[src/rtl/top_module_byte_split.sv]
// Splits a 16-bit halfword into high and low bytes with zero latency, and keeps
// registered copies of both bytes plus an input-change counter for status/debug.
//
// Ports:
//   clk      - clock, all state updates on the rising edge
//   rst_n    - asynchronous active-low reset
//   in       - halfword to split
//   out_hi   - in[15:8], combinational
//   out_lo   - in[7:0], combinational
//   par_hi   - XOR-reduce of in[15:8], combinational (1 = odd number of ones)
//   par_lo   - XOR-reduce of in[7:0], combinational
//   out_hi_q - in[15:8] registered
//   out_lo_q - in[7:0] registered
//   valid_q  - registered bytes hold a sample taken after reset release
//   chg_cnt  - rising edges at which in differed from the last captured value
module top_module_byte_split #(
  parameter int unsigned CNT_W = 16
) (
  input  logic             clk,
  input  logic             rst_n,
  input  logic [15:0]      in,
  output logic [7:0]       out_hi,
  output logic [7:0]       out_lo,
  output logic             par_hi,
  output logic             par_lo,
  output logic [7:0]       out_hi_q,
  output logic [7:0]       out_lo_q,
  output logic             valid_q,
  output logic [CNT_W-1:0] chg_cnt
);

  logic [7:0]       out_hi_d;
  logic [7:0]       out_lo_d;
  logic             valid_d;
  logic [CNT_W-1:0] chg_cnt_q;
  logic [CNT_W-1:0] chg_cnt_d;
  logic             changed;

  // Split path is purely wired and never gated by reset or clock.
  assign out_hi = in[15:8];
  assign out_lo = in[7:0];
  assign par_hi = ^in[15:8];
  assign par_lo = ^in[7:0];

  always_comb begin
    out_hi_d  = in[15:8];
    out_lo_d  = in[7:0];
    valid_d   = 1'b1;
    // The first capture after reset has nothing to compare against.
    changed   = valid_q && (in != {out_hi_q, out_lo_q});
    chg_cnt_d = chg_cnt_q;
    if (changed) begin
      chg_cnt_d = chg_cnt_q + CNT_W'(1);  // wraps naturally modulo 2^CNT_W
    end
  end

  always_ff @(posedge clk or negedge rst_n) begin
    if (!rst_n) begin
      out_hi_q  <= 8'h00;
      out_lo_q  <= 8'h00;
      valid_q   <= 1'b0;
      chg_cnt_q <= '0;
    end else begin
      out_hi_q  <= out_hi_d;
      out_lo_q  <= out_lo_d;
      valid_q   <= valid_d;
      chg_cnt_q <= chg_cnt_d;
    end
  end

  assign chg_cnt = chg_cnt_q;

endmodule

[config.mk]
export PLATFORM = sky130hd
export DESIGN_NAME = top_module_byte_split
export DESIGN_NICKNAME = d
export VERILOG_FILES = /design/src/rtl/top_module_byte_split.sv
export SDC_FILE = /design/constraint.sdc
export NUM_CORES = 1
export LEC_CHECK = 0
export BUFFER_PORTS_ARGS = -buffer_cell sky130_fd_sc_hd__buf_2
export CORE_ASPECT_RATIO = 0.5
export CORE_MARGIN = 4
export CORE_UTILIZATION = 35
export DETAILED_ROUTE_END_ITERATION = 10
export MAX_ROUTING_LAYER = met4
export PLACE_DENSITY = 0.7
export SLEW_MARGIN = 20
export SYNTH_ARGS = -nofsm -noshare
export SYNTH_HDL_FRONTEND = slang
export SYNTH_SLANG_ARGS = --single-unit
export TNS_END_PERCENT = 10
[constraint.sdc]
create_clock -name clk -period 3.4 [get_ports clk]
set_clock_uncertainty 0.2 [all_clocks]
set_input_delay 0.34 -clock clk [delete_from_list [all_inputs] [get_ports clk]]
set_output_delay 0.34 -clock clk [all_outputs]
set_load 0.01 [all_outputs]
==> results of run 1 <==
==> state kept, by name, indices dropped and copies added (netlist names) <==
signal,flops
chg_cnt,16
valid_q,1
out_hi_q,8
out_lo_q,8
==> placed cells by master (no fill, tap or decap), drive strengths merged <==
cell type / instances
buf: 68
dfrtp: 33
nand2b: 1
nand3: 2
nor3: 2
nand2: 6
ha: 1
nor4: 7
bufinv: 1
dlygate4sd3: 1
clkbuf: 7
and4bb: 1
inv: 2
nand4: 7
xnor2: 30
nor3b: 1
nor4b: 2
conb: 1
mux2: 1
nor2: 3
xor2: 15
==> worst register-to-register path, cell delays in order (launching register included) <==
cell and delay (ns):
dfrtp_1 0.40, xnor2_1 0.15, nand4_1 0.17, nor4_4 0.74, nand2b_2 0.27, mux2_1 0.32
==> power by group through the flow <==
stage	clock, µW	sequential (µW)	combinational, µW
floorplan	0	552	156
global placement	0	529	298
detailed placement	0	531	302
CTS	392	524	305
global route	410	537	333
finish	384	523	298
==> per-stage QoR <==
step	cell area (µm²)	utilization
2_1_floorplan	1600	-
3_3_place_gp	1880	0.426
3_5_place_dp	1880	0.426
4_1_cts	2000	0.455
5_1_grt	2000	0.455
6_report	2000	0.455
==> final timing paths <==
check / startpoint / endpoint / cells past startpoint
max: out_lo_q[6] / chg_cnt[1] / 5
min: in[12] / out_hi_q[4] / 1
max reg2reg: out_lo_q[6] / chg_cnt[1] / 5
min reg2reg: chg_cnt[15] / chg_cnt[15] / 1
max in group asynchronous: rst_n / out_lo_q[6] / 2
min in group asynchronous: rst_n / out_lo_q[4] / 2
==> final cells by class <==
cell class              instances  area (µm²)  share of cell area
inverters                       2        7.51             0.00375
flip-flops and latches         33         826               0.413
clock inverters                 1        30.0              0.0150
well taps                      57        71.3              0.0356
repair buffers                 69         350               0.175
clock buffers                   7        86.3              0.0431
multi-input cells              80         631               0.315
==> per-layer routing <==
| layer | vias up | routed length (µm) |
|---|---|---|
| met5 | - | 0 |
| met4 | 0 | 56 |
| met3 | 6 | 207 |
| met2 | 32 | 1570 |
| met1 | 528 | 1420 |
| li1 | 537 | - |
==> cells by family after synthesis <==
group	after synthesis
buffers and inverters	19
adder cells (fa/ha/maj)	1
multiplexers	1
AND/OR/NAND/NOR	32
XOR/XNOR	45
other	1
flip-flops	33
==> repair_timing <==
action,CTS,global route
hold buffers,1,0
gates resized for setup,0,0
endpoints found under the hold margin,33,0
==> impl_metrics.ini, run 1 <==
[yosys]
synth_nets = 151
seq_area_frac_synth = 0.518
synth_compound_area_frac = 0
ys_top_cells_by_area = dfrtp_1 52%, xnor2_1 16%, xor2_1 8.2%
yosys.cell_count.top_type = dfrtp_1
synth_top_family_by_area = XOR/XNOR gates
yosysTopAreaCell = dfrtp_1
synth_xor_xnor_area_share = 0.247
synth_edf_count = 0
synth_cell_types = 21
synthArstFlopShare = 1.00
syn_area_um2 = 1600
synthAdderAreaFrac = 0.00784
netlist_instances = 132
synth_mux_area_frac = 0.00706
yosys.area_share.simple = 0.131
syn_area_per_cell_um2 = 12.1
yosys_warnings = 0
synth_top_area_frac = 0.518
synth_commonest_cells = 33 x dfrtp_1, 30 x xnor2_1, 16 x buf_4
ys.flop_type = dfrtp_1
ys_ff_latch = 33

[routing]
vias_per_cell = 4.43
wirelength_um = 3260
drtIter0Drc = 41
drt-pass1-iter-count = 4
drcViolationCount = 0
wl_per_cell_um = 13.1
ant_nets = 0
vias = 1103

[timing]
final-setup-viol-count = 0
maxSlewViolCount = 0
finalCriticalPeriod_ns = 2.37
hold_viol_final = 0
rsz0062_at_grt = no
tightestPinTransition_ns = 0.790
fmax_mhz = 423
final.setup.tns_ns = 0
slew_headroom = 0.469
finalCritPeriodShare = 0.696
setup_slack_ns = 1.03
fin_hold_ws_ns = 0.0130

[global_route]
grt_busiest_layer = met2
grt_pass1_wl_um = 5480
use_met2 = 0.195
track_usage = 0.127
grt_pass1_vias = 1143
grtUsageMet1 = 0.153
antenna_found_initial = 0
grt_overflow = 0
grt_max_degree = 34
grtUsageMet3 = 0.0451

[die]
die_h_um = 55.7
ios = 69
die_w_um = 103
die_area_um2 = 5770
rows = 17
core_area_um2 = 4400
initial_core_util = 0.362

[clock_tree]
clk_pin_slew_ns = 0.07
ctsLongestPathBuffers = 2
cts_setup_buffers = 0
cts_buffers = 5
cts_num_sinks = 33
insertion_delay_ns = 0.29
clockRootBuffer = clkbuf_8
cts_tree = done
htree_levels = 2

[finish]
area_growth_syn_to_layout_pct = 25.5
drive_gt1_frac = 0.406
stdcell_count = 249
fin_nets = 210
nFillCells = 418
antenna_cells = 0

[power_and_ir_drop]
p_leak_uw = 0.000897
clockPowerShare = 0.319
power.density_nw_per_um2 = 602
peakVddDrop_v = 0.000224
combPwrFrac = 0.248
p_int_uw = 834
finalPower_uw = 1200
power_frac_seq = 0.434
p_switching_uw = 370
switching_share = 0.307

[worst_setup_path]
worst_setup_path_start_kind = flop
critPathCaptureType = flop
path_cells = xnor2_1 -> nand4_1 -> nor4_4 -> nand2b_2 -> mux2_1
cp_slowest_cell = nor4_4
crit_required_ns = 3.37
cp_max_fo = 15
worstPathBufferInverterCount = 0
r2r_slack_ns = 1.03
worstSetupPathType = flop to flop
cp.arrival_ns = 2.33
max_stage_delay_ns = 0.74
path_delay_family = simple AND/OR/NAND/NOR gates

[flow_run]
drv_cap = 0

[run_status]
outcome = complete, no violations

[placement]
dp.final_hpwl_um = 2480
place_ws_ns = 0.931
gp_congestion = 0.721
io_buffers = 68
dp.cells = 240

[worst_hold_path]
hold_class = input pin to flop
Note: power is estimated with default switching activity, not from simulation.
==> inputs of run 2 (changes only) <==
Settings changed: ABC_AREA from default to 1, PLACE_DENSITY 0.7 to 0.69.
Clock period 3.4 ns to 1.98 ns, I/O delays scaled along.
==> run 2 against run 1 <==
Effect of this change:
- combinational power is 50% higher
- sequential cell count is the same
- routed wire length grew 41%
- sequential power grew 56%
- count of clock-buffer cells in the layout did not move
- non-clock buffer count is 18 higher
- core utilization is 3.1 points higher
- worst hold slack better by 0.31 ns
- register-to-register slack got worse by 0.79 ns
- critical path depth is 1 higher
- critical path type is now input pin to primary output
- largest power group unchanged
==> impl_metrics.ini, run 2 <==
[routing]
drtIter0Drc = 59
wl_per_cell_um = 10.9
drt-pass1-iter-count = 4
drcViolationCount = 0
vias_per_cell = 4.20
drt-met1-wl_um = 2020
wirelength_um = 4590
vias = 1767
met2WireLength_um = 2370
met3_length_um = 169
ant_nets = 0
top_layer_used = met4

[finish]
layout_commonest_cell = nand2_1
drive_gt1_frac = 0.276
fin_nets = 367
largest_reg_flops = 16
final_cell_mix = 97 x nand2_1, 66 x buf_2, 37 x inv_1, 33 x dfrtp_1, 32 x nor2_1
area_growth_syn_to_layout_pct = 32.9
multi_input_area_um2 = 958
antenna_cells = 0
seqCellArea_um2 = 826
nFillCells = 550

[timing]
slew_headroom = 0.519
tightestPinTransition_ns = 0.722
fmax_mhz = 509
fin_hold_ws_ns = 0.324
final-setup-viol-count = 0
maxSlewViolCount = 0
rsz0062_at_grt = yes
final.setup.tns_ns = 0
hold_viol_final = 0
finalCritPeriodShare = 0.993
finalCriticalPeriod_ns = 1.97

[worst_hold_path]
whs_endpoint = chg_cnt[15]
hold_class = flop to flop
min_path_cells = 2
worstHoldStart = chg_cnt[15]

[die]
rows = 19
initial_core_util = 0.366
die_w_um = 116
ios = 69
die_h_um = 61.9
die_area_um2 = 7170
core_area_um2 = 5560

[power_and_ir_drop]
switching_share = 0.282
power_frac_seq = 0.406
power.density_nw_per_um2 = 741
combPwrFrac = 0.223
clockPowerShare = 0.371
p_switching_uw = 565
p_leak_uw = 0.00150
p_int_uw = 1440
peakVddDrop_v = 0.000313

[yosys]
yosys.cell_count.top_type = nand2_1
synthArstFlopShare = 1.00
synth_edf_count = 0
yosys_warnings = 0
synth_commonest_cells = 97 x nand2_1, 37 x inv_1, 33 x dfrtp_1
ys_ff_latch = 33
syn_area_um2 = 2030
netlist_instances = 274
synth_nets = 293
synth_cell_types = 20
ys.flop_type = dfrtp_1
seq_area_frac_synth = 0.406
yosysTopAreaCell = dfrtp_1
synth_top_area_frac = 0.406
syn_area_per_cell_um2 = 7.43
ys_top_cells_by_area = dfrtp_1 41%, nand2_1 18%, xnor2_1 7.3%

[clock_tree]
clk_pin_slew_ns = 0.05
cts_num_sinks = 33
ctsLongestPathBuffers = 2
clockRootBuffer = clkbuf_16
htree_levels = 2
cts_buffers = 5
insertion_delay_ns = 0.27
cts_tree = done

[worst_setup_path]
r2r_slack_ns = 0.24
r2r_cells = 7
cp_slowest_cell = dlygate4sd3_1
worstSetupPathType = input pin to primary output
crit_required_ns = 1.58
r2r_start = chg_cnt[0]
r2r_end = chg_cnt[10]
critPathCaptureType = primary output
cp_max_fo = 5
max_stage_delay_ns = 0.54
worst_setup_path_start_kind = input pin
cp.arrival_ns = 1.57
path_cells = dlygate4sd3_1 -> buf_2 -> xnor2_2 -> xnor2_2 -> xnor2_1 -> buf_2

[flow_run]
drv_cap = 0

[global_route]
grt_overflow = 0
grt_pass1_vias = 1625
antenna_found_initial = 0
grt_pass1_wl_um = 7230
track_usage = 0.132
grt_max_degree = 34

[placement]
io_buffers = 68
dp.final_hpwl_um = 3310
gp_congestion = 0.795

[run_status]
outcome = complete, no violations
[run 2: changes by cell type after synthesis, moves of 2 or more]
| cell | previous run | this run |
|---|---|---|
| nor2_2 | 0 | 2 |
| nand3_2 | 0 | 10 |
| nor3_1 | 2 | 0 |
| xnor2_1 | 30 | 17 |
| nor4b_1 | 2 | 0 |
| nand2_1 | 6 | 97 |
| inv_1 | 2 | 37 |
| nand3_1 | 2 | 10 |
| xor2_1 | 15 | 6 |
| nand4_1 | 7 | 2 |
| nor4_1 | 5 | 0 |
| nor2_1 | 3 | 32 |
| nand2_2 | 0 | 2 |
[run 2: power by group through the flow]
stage                     Clock, µW  Combinational (µW)  Sequential, µW
after global routing            804                 497             827
final                           744                 446             814
after CTS                       771                 440             815
after detailed placement          0                 414             825
after floorplan                   0                 236             845
after global placement            0                 409             827
[run 2: metrics by stage]
step	std cells	cell area [µm²]	setup WS, ns	utilization	total power [µW]
5_1_grt	421	2700	-0.0267	0.486	2130
6_report	421	2700	0.0140	0.486	2000
2_1_floorplan	274	2030	0.357	-	1080
3_3_place_gp	398	2330	0.251	0.419	1240
4_1_cts	422	2650	0.0170	0.476	2030
3_5_place_dp	398	2330	0.256	0.419	1240
[run 2: cell type report]
cell class              instances  share of cell area
multi-input cells             183               0.354
flip-flops and latches         33               0.305
clock buffers                   7              0.0528
well taps                      73              0.0338
inverters                      38              0.0528
repair buffers                 87               0.201
[run 2: worst max-delay path: cells and delay by family]
family | cells | cell delay, ns
xor+xnor | 3 | 0.51
buf+inv | 3 | 0.86
[run 2: layer usage]
layer / up-vias / track usage
met5: - / -
met1: 795 / 0.152
met2: 25 / 0.240
met4: 0 / 0.0347
li1: 945 / -
met3: 2 / 0.0300
[run 2: worst max path at each step]
stage	from	end	slack [ns]	cells after the start
after floorplan	chg_cnt[0]	chg_cnt[10]	0.36	7
after global placement	chg_cnt[0]	chg_cnt[10]	0.25	7
after detailed placement	chg_cnt[0]	chg_cnt[10]	0.26	7
after CTS	in[10]	par_hi	0.02	6
after global routing	in[6]	par_lo	-0.03	6
final	in[6]	par_lo	0.01	6
[run 2: logic make-up after synthesis]
group | count (synthesis) | share of synthesized area
AO/OA/AOI/OAI | 1 | 0.00246
other | 1 | 0.00184
buffers and inverters | 58 | 0.146
flip-flops | 33 | 0.406
AND/OR/NAND/NOR | 157 | 0.338
XOR/XNOR | 23 | 0.0990
adder cells (fa/ha/maj) | 1 | 0.00615
[run 2: timing repair]
action,in CTS,in global routing
setup buffers,0,0
endpoints found under the hold margin,49,0
resized for setup,0,11
setup endpoints to repair,0,18
hold buffers,17,0
==> inputs of run 3 (changes only) <==
Clock period 1.98 ns to 1.6 ns, I/O delays scaled along.
==> run 3 against run 2 <==
Effect of this change:
- sequential power increased by 22%
- critical endpoint is now chg_cnt[10]
- critical path depth increased by 1
- combinational power increased by 42%
- routed wire length increased by 2.3%
==> impl_metrics.ini, run 3 (synthesized netlist as in run 2, its figures left out) <==
[finish]
post-route-util = 0.505
post-route-cell-area_um2 = 2810
drive_gt1_frac = 0.323
fin_nets = 377
antenna_cells = 0
final_cell_mix = 92 x nand2_1, 68 x buf_2, 37 x inv_1, 31 x dfrtp_1, 28 x nor2_1
stdcell_count = 432
layout_commonest_cell = nand2_1
nFillCells = 540
area_growth_syn_to_layout_pct = 38.1
largest_reg_flops = 16

[timing]
setup_slack_ns = 0.000707
slew_headroom = 0.624
maxSlewViolCount = 0
fmax_mhz = 625
final-setup-viol-count = 0
final.setup.tns_ns = 0
rsz0062_at_grt = yes
finalCriticalPeriod_ns = 1.60
tightestPinTransition_ns = 0.564
hold_viol_final = 0
finalCritPeriodShare = 1.00

[worst_setup_path]
critPathLaunch = chg_cnt[1]
r2r_cells = 7
cp.arrival_ns = 1.56
worst_setup_path_start_kind = flop
worstSetupEndpoint = chg_cnt[10]
critPathCaptureType = flop
r2r_slack_ns = 0.0007
cp_max_fo = 5
cp_slowest_cell = dfrtp_1
r2r_end = chg_cnt[10]
r2r_start = chg_cnt[1]
crit_required_ns = 1.56
path_cells = ha_1 -> inv_1 -> nor3_4 -> and3_1 -> nand2_4 -> nand2_2 -> nand2_1
max_stage_delay_ns = 0.40
worstSetupPathType = flop to flop

[routing]
drtIter0Drc = 73
drcViolationCount = 0
ant_nets = 0
wirelength_um = 4700
vias_per_cell = 4.30
vias = 1859
drt-pass1-iter-count = 4
wl_per_cell_um = 10.9

[die]
die_h_um = 61.9
initial_core_util = 0.366
core_area_um2 = 5560
ios = 69
die_w_um = 116
rows = 19
die_area_um2 = 7170

[clock_tree]
ctsLongestPathBuffers = 2
cts_setup_buffers = 0
insertion_delay_ns = 0.27
cts_buffers = 5
cts_num_sinks = 33
clk_pin_slew_ns = 0.05
htree_levels = 2
clockRootBuffer = clkbuf_16
cts_tree = done

[global_route]
grt_overflow = 0
grt_pass1_vias = 1670
grt_max_degree = 25
track_usage = 0.140
grt_pass1_wl_um = 7620
antenna_found_initial = 0

[power_and_ir_drop]
p_leak_uw = 0.00155
peakVddDrop_v = 0.000376
power.density_nw_per_um2 = 904

[placement]
place_area_um2 = 2390
gp_congestion = 0.826
dp.final_hpwl_um = 3410
io_buffers = 68
place_ws_ns = 0.00540
dp.cells = 406

[flow_run]
drv_cap = 0

[run_status]
outcome = complete, no violations

[worst_hold_path]
hold_class = input pin to asynchronous set/reset pin
[run 3: per-stage QoR]
stage	hold WS [ns]	power (µW)
2_1_floorplan	-0.336	1340
3_3_place_gp	-0.00417	1580
3_5_place_dp	-0.0120	1590
4_1_cts	0.236	2540
5_1_grt	0.292	2670
6_report	0.214	2540
[run 3: what timing repair did]
item,4_1_cts,5_1_grt
endpoints found under the hold margin,39,0
cloned,0,1
hold buffers,17,0
pin swaps,1,13
endpoints found under the setup margin,5,16
gates resized for setup,5,17
[run 3: cell type report]
| cell class | count | area [µm²] | area share |
|---|---|---|---|
| repair buffers | 97 | 634 | 0.226 |
| well taps | 73 | 91.3 | 0.0325 |
| multi-input cells | 183 | 975 | 0.347 |
| clock buffers | 6 | 129 | 0.0459 |
| flip-flops and latches | 33 | 828 | 0.295 |
| clock inverters | 2 | 10.0 | 0.00356 |
| inverters | 38 | 143 | 0.0508 |
[run 3: worst min path at each step]
| stage | start | end | cells past startpoint |
|---|---|---|---|
| 2_1_floorplan | rst_n | chg_cnt[0] | 0 |
| 3_3_place_gp | rst_n | chg_cnt[5] | 1 |
| 3_5_place_dp | rst_n | chg_cnt[5] | 1 |
| 4_1_cts | rst_n | chg_cnt[5] | 2 |
| 5_1_grt | rst_n | chg_cnt[5] | 2 |
| 6_report | rst_n | chg_cnt[5] | 2 |
[run 3: critical path: cells and delay by family, from the launching register on]
kind | cells | cell delay [ns]
fa+ha+maj | 1 | 0.20
flops | 1 | 0.40
buf+inv | 1 | 0.09
simple gates | 5 | 0.59
[run 3: power breakdown]
| group | internal [µW] | switching, µW | total [µW] |
|---|---|---|---|
| Sequential | 915 | 82.0 | 997 |
| Combinational | 300 | 333 | 633 |
| Clock | 571 | 339 | 910 |
| Total | 1780 | 755 | 2540 |
[run 3: metal layers]
layer / wire (µm) / part of all wire / vias up / GRT usage
met3: 173 / 0.037 / 4 / 0.0329
met1: 2190 / 0.47 / 862 / 0.177
met4: 46 / 0.0098 / 0 / 0.0397
met5: 0 / 0 / - / -
met2: 2290 / 0.49 / 23 / 0.230
li1: - / - / 970 / -
